===== config.mk =====
export PLATFORM = sky130hd
export DESIGN_NAME = seg7_scan_driver
export DESIGN_NICKNAME = d
export VERILOG_FILES = /design/src/rtl/seg7_scan_driver.sv
export SDC_FILE = /design/constraint.sdc
export NUM_CORES = 1
export LEC_CHECK = 0
export ABC_AREA = 1
export CAP_MARGIN = 20
export CORE_ASPECT_RATIO = 1.1
export CORE_UTILIZATION = 50
export CTS_BUF_LIST = sky130_fd_sc_hd__clkbuf_4
export DETAILED_ROUTE_END_ITERATION = 10
export PLACE_DENSITY = 0.75
export SLEW_MARGIN = 15
export SYNTH_ARGS = -nofsm -noshare
export SYNTH_HDL_FRONTEND = slang
export SYNTH_SLANG_ARGS = --single-unit

===== constraint.sdc =====
create_clock -name clk -period 2.3 [get_ports clk]
set_clock_uncertainty 0.05 [all_clocks]
set_input_delay 0.46 -clock clk [delete_from_list [all_inputs] [get_ports clk]]
set_output_delay 0.46 -clock clk [all_outputs]
set_load 0.05 [all_outputs]

===== src/rtl/seg7_scan_driver.sv =====
// Time-multiplexed common-anode 7-segment driver fed from a shadowed BCD counter chain.
// Latency: an/seg/dp are registered, one cycle behind idx/shadow; a latch shows 2 cycles later.
// Backpressure: none; en=0 blanks the display and freezes the scanner, latch is always accepted.
// Optional build macro LEADING_ZERO_BLANK_EN: blank digits above the most significant nonzero digit.
module seg7_scan_driver #(
    parameter int DIGITS         = 4,
    parameter int SCAN_DIV       = 1000,
    parameter int SEG_ACTIVE_LOW = 1,
    parameter int AN_ACTIVE_LOW  = 1
) (
    input  logic                  clk,
    input  logic                  rst_n,
    input  logic                  en,
    input  logic                  latch,
    input  logic [4*DIGITS-1:0]   bcd_in,
    input  logic [DIGITS-1:0]     dp_in,
    output logic [DIGITS-1:0]     an,
    output logic [6:0]            seg,
    output logic                  dp,
    output logic                  scan_tick,
    output logic                  frame_done
);

    localparam int DIV_W = (SCAN_DIV > 1) ? $clog2(SCAN_DIV) : 1;
    localparam int IDX_W = (DIGITS > 1) ? $clog2(DIGITS) : 1;

    localparam logic [DIV_W-1:0] DIV_LAST = DIV_W'(SCAN_DIV - 1);
    localparam logic [IDX_W-1:0] IDX_LAST = IDX_W'(DIGITS - 1);

    // Polarity of the "off" level on each pin group.
    localparam logic              SEG_POL = (SEG_ACTIVE_LOW != 0);
    localparam logic              AN_POL  = (AN_ACTIVE_LOW != 0);
    localparam logic [DIGITS-1:0] AN_OFF  = {DIGITS{AN_POL}};
    localparam logic [6:0]        SEG_OFF = {7{SEG_POL}};

    logic [DIV_W-1:0]      r_div_cnt;
    logic [IDX_W-1:0]      r_idx;
    logic [4*DIGITS-1:0]   r_shadow_bcd;
    logic [DIGITS-1:0]     r_shadow_dp;
    logic [DIGITS-1:0]     r_an;
    logic [6:0]            r_seg;
    logic                  r_dp;
    logic                  r_scan_tick;
    logic                  r_frame_done;

    logic [3:0]            w_digit;
    logic                  w_dp_sel;
    logic [DIGITS-1:0]     w_an_hi;
    logic                  w_blank;
    logic [6:0]            w_seg_hi;
    logic [6:0]            w_seg_lit;

    // Shadow capture: the decoder only ever looks at these, so a frame never mixes two counts.
    always_ff @(posedge clk or negedge rst_n) begin
        if (!rst_n) begin
            r_shadow_bcd <= '0;
            r_shadow_dp  <= '0;
        end else if (latch) begin
            r_shadow_bcd <= bcd_in;
            r_shadow_dp  <= dp_in;
        end
    end

    // Prescaler and digit index; both freeze while en is low and resume where they stopped.
    always_ff @(posedge clk or negedge rst_n) begin
        if (!rst_n) begin
            r_div_cnt    <= '0;
            r_idx        <= '0;
            r_scan_tick  <= 1'b0;
            r_frame_done <= 1'b0;
        end else if (!en) begin
            r_scan_tick  <= 1'b0;
            r_frame_done <= 1'b0;
        end else if (r_div_cnt == DIV_LAST) begin
            r_div_cnt    <= '0;
            r_idx        <= (r_idx == IDX_LAST) ? '0 : r_idx + IDX_W'(1);
            r_scan_tick  <= 1'b1;
            r_frame_done <= (r_idx == IDX_LAST);
        end else begin
            r_div_cnt    <= r_div_cnt + DIV_W'(1);
            r_scan_tick  <= 1'b0;
            r_frame_done <= 1'b0;
        end
    end

    // Select the shadow digit, its decimal point and the anode for the current index.
    always_comb begin
        w_digit  = 4'd0;
        w_dp_sel = 1'b0;
        w_an_hi  = '0;
        for (int k = 0; k < DIGITS; k++) begin
            if (r_idx == IDX_W'(k)) begin
                w_digit    = r_shadow_bcd[4*k +: 4];
                w_dp_sel   = r_shadow_dp[k];
                w_an_hi[k] = 1'b1;
            end
        end
    end

`ifdef LEADING_ZERO_BLANK_EN
    // Blank when this digit and every digit above it are zero; digit 0 always shows.
    always_comb begin
        w_blank = (r_idx != '0);
        for (int k = 0; k < DIGITS; k++) begin
            if ((IDX_W'(k) >= r_idx) && (r_shadow_bcd[4*k +: 4] != 4'd0)) begin
                w_blank = 1'b0;
            end
        end
    end
`else
    assign w_blank = 1'b0;
`endif

    // BCD to active-high segment pattern {g,f,e,d,c,b,a}; non-decimal codes show a dash.
    always_comb begin
        case (w_digit)
            4'd0:    w_seg_hi = 7'h3F;
            4'd1:    w_seg_hi = 7'h06;
            4'd2:    w_seg_hi = 7'h5B;
            4'd3:    w_seg_hi = 7'h4F;
            4'd4:    w_seg_hi = 7'h66;
            4'd5:    w_seg_hi = 7'h6D;
            4'd6:    w_seg_hi = 7'h7D;
            4'd7:    w_seg_hi = 7'h07;
            4'd8:    w_seg_hi = 7'h7F;
            4'd9:    w_seg_hi = 7'h6F;
            default: w_seg_hi = 7'h40;
        endcase
        w_seg_lit = w_blank ? 7'h00 : w_seg_hi;
    end

    // Registered pin drivers with board polarity applied; en low forces everything dark.
    always_ff @(posedge clk or negedge rst_n) begin
        if (!rst_n) begin
            r_an  <= AN_OFF;
            r_seg <= SEG_OFF;
            r_dp  <= SEG_POL;
        end else if (!en) begin
            r_an  <= AN_OFF;
            r_seg <= SEG_OFF;
            r_dp  <= SEG_POL;
        end else begin
            r_an  <= AN_POL  ? ~w_an_hi   : w_an_hi;
            r_seg <= SEG_POL ? ~w_seg_lit : w_seg_lit;
            r_dp  <= SEG_POL ? ~w_dp_sel  : w_dp_sel;
        end
    end

    assign an         = r_an;
    assign seg        = r_seg;
    assign dp         = r_dp;
    assign scan_tick  = r_scan_tick;
    assign frame_done = r_frame_done;

endmodule


==> flow_metrics.py <==
metrics = {
    "status": {
        "status": "finished, final reports clean",
    },
    "yosys": {
        "synthCells": 246,
        "async_flop_share_pct": 100,
        "ys_ff_latch": 46,
        "syn-cell-area_sq_um": 2360,
        "synth_edf_count": 0,
        "synth.yosys.seq_area_share_pct": 49.4,
        "synth_flop_cell": "dfrtp_1",
        "syn-num-nets": 280,
        "synth_cell_types": 32,
        "synth.avg_cell_area_sq_um": 9.60,
        "yosys_warnings": 0,
    },
    "global_routing": {
        "antenna_found_initial": 0,
        "grt_start_max_net_pins": 47,
        "grt_usage_pct": 19.8,
        "top_usage_layer": "met2",
        "grt_util_met2_pct": 33.7,
        "grt_pass1_wl_um": 7370,
        "grt_pass1_vias": 1643,
        "gr-usage-met1_pct": 24.7,
        "gr-total-overflow": 0,
        "use_met3_pct": 3.68,
    },
    "floorplanning": {
        "ioPinCount": 38,
        "die-width_um": 67.5,
        "initial_core_util_pct": 53.6,
        "num_rows": 25,
        "die_y_um": 74.1,
        "coreArea_sq_um": 4410,
        "dieArea_sq_um": 5000,
    },
    "placement": {
        "place_hpwl_um": 3120,
        "numPortBuffers": 37,
        "dpl-instance-area_sq_um": 2770,
        "place.gp.congestion": 0.866,
    },
    "critical_path": {
        "arrival_ps": 1700,
        "critical_path.top_delay_family": "buffers and inverters",
        "worst_setup_path_end_kind": "primary output",
        "critPathMaxStageDelay_ps": 790,
        "worstSetupStartpointType": "flip-flop",
        "cp_max_fo": 1,
        "cp_slowest_cell": "clkdlybuf4s50_1",
        "crit_chain": "clkdlybuf4s50_1",
        "cp_num_buf_inv": 1,
        "path_class": "flip-flop to primary output",
        "required_ps": 1790,
    },
    "routing": {
        "routed_wirelength_um": 4270,
        "dr.first_iter.drc_count": 117,
        "dr.pass1.iters": 4,
        "drc": 0,
        "postRouteAntennaNets": 0,
        "num_vias": 1712,
        "wire_per_inst_um": 12.5,
        "via_per_inst": 5.02,
    },
    "sta": {
        "fin_crit_ps": 2210,
        "rsz0062_at_grt": "false",
        "hold_violations": 0,
        "max_freq_mhz": 453,
        "timing.slew.headroom_pct": 66.9,
        "slew_violations": 0,
        "worst_pin_slew_ps": 495,
        "timing.final.crit_share_pct": 96.1,
        "setup_violations": 0,
        "tns_ps": 0,
    },
    "finish": {
        "syn2layout_area_growth_pct": 22.0,
        "fillers": 351,
        "fin_nets": 320,
        "drive_gt1_share_pct": 24.7,
        "n_antenna_cell": 0,
        "mostFrequentLayoutCell": "nand2_1",
        "design_area_sq_um": 2880,
        "layout_common_cells": "nand2_1, clkdlybuf4s50_1, dfrtp_1, inv_1, nand3_1",
    },
    "clock_network": {
        "numCtsBuffers": 5,
        "cts-root-buf": "clkbuf_4",
        "clock_path_buffers": 2,
        "cts_tree": "done",
        "clk_pin_slew_ps": 140,
        "htreeDepth": 2,
        "clock-sinks": 46,
        "worstSkewPairLatency_ps": 370,
    },
    "power_and_ir_drop": {
        "pwr_density_cell_nw_per_um2": 1080,
        "ir_drop_v": 0.000536,
        "p_leak_nw": 1.35,
    },
    "min_path": {
        "hp-class": "flip-flop to flip-flop",
    },
    "job": {
        "max-cap-violations": 0,
    },
}
cells in the mapped netlist (all sizes together) (6+ instances only):
library cell  count  area share (%)
buf               7             2.5
ha               10             5.3
mux2             14             6.7
nor2             15             2.8
nand2            66              12
a21oi            11             3.4
nor3              6             1.7
o21ai            11             2.5
dfrtp            34              36
dfstp            12              13
nand3            22             6.1
inv              31             5.1
power breakdown:
part           leakage, nW  switching [mW]  internal (mW)
logic                0.782           0.874          0.485
clock network       0.0528           0.261          0.335
registers            0.520           0.123           1.04
total                 1.35            1.26           1.86
metrics by stage:
step	instances	hold slack (ps)	util [%]	worst slack, ps	total power [mW]
after global routing	341	505	65.4	27.9	3.35
after CTS	341	491	65.2	72.1	3.13
after global placement	332	407	62.7	262	2.50
after floorplan	246	114	-	520	2.22
final	341	482	65.4	90.2	3.11
after detailed placement	332	413	62.7	194	2.53
timing repair:
item                                   4_1_cts  5_1_grt
endpoints found under the hold margin        3        0
hold buffers                                 1        0
setup buffers                                0        0
setup endpoints to repair                    0        1
resized for setup                            0        2
routing by layer:
layer,vias to the layer above,part of all wire (%)
met4,0,1.1
li1,864,-
met2,50,49
met3,4,5.0
met1,794,45
met5,-,0
cells by family after synthesis:
kind of cell | share of synthesized area (%)
and+or+nand+nor | 23.5
muxes | 6.67
DFF | 49.4
AOI/OAI and AO/OA | 6.62
adders and majority gates | 5.30
buffers and inverters | 7.84
xor gates and xnor gates | 0.742
final cells by class:
class	instances	area (sq um)	share of cell area, %
Inverter	31	121	4.21
Multi-Input combinational cell	161	1020	35.2
Sequential cell	46	1170	40.5
Clock buffer	5	37.5	1.30
Tap cell	54	67.6	2.34
Clock inverter	3	63.8	2.21
Timing Repair Buffer	41	410	14.2
final timing paths:
path	from	endpoint	slack, ps	cells after the start
worst min-delay path	r_shadow_bcd[1]	r_shadow_bcd[1]	480	1
worst max register to register	r_idx[1]	seg[3]	240	14
max in group asynchronous	rst_n	dp	1380	3
worst max-delay path	seg[4]	seg[4]	90	1
worst min register to register	r_shadow_bcd[1]	r_shadow_bcd[1]	480	1
min in group asynchronous	rst_n	r_div_cnt[5]	540	3
state kept, by name, summed over array words and instances, names as in the netlist:
| signal | cells |
|---|---|
| r_shadow_bcd | 16 |
| r_div_cnt | 10 |
| seg | 7 |
| an | 4 |
| r_shadow_dp | 4 |
| r_idx | 2 |
| dp | 1 |
| frame_done | 1 |
| scan_tick | 1 |
No activity file was read; power rests on OpenSTA's default activity.
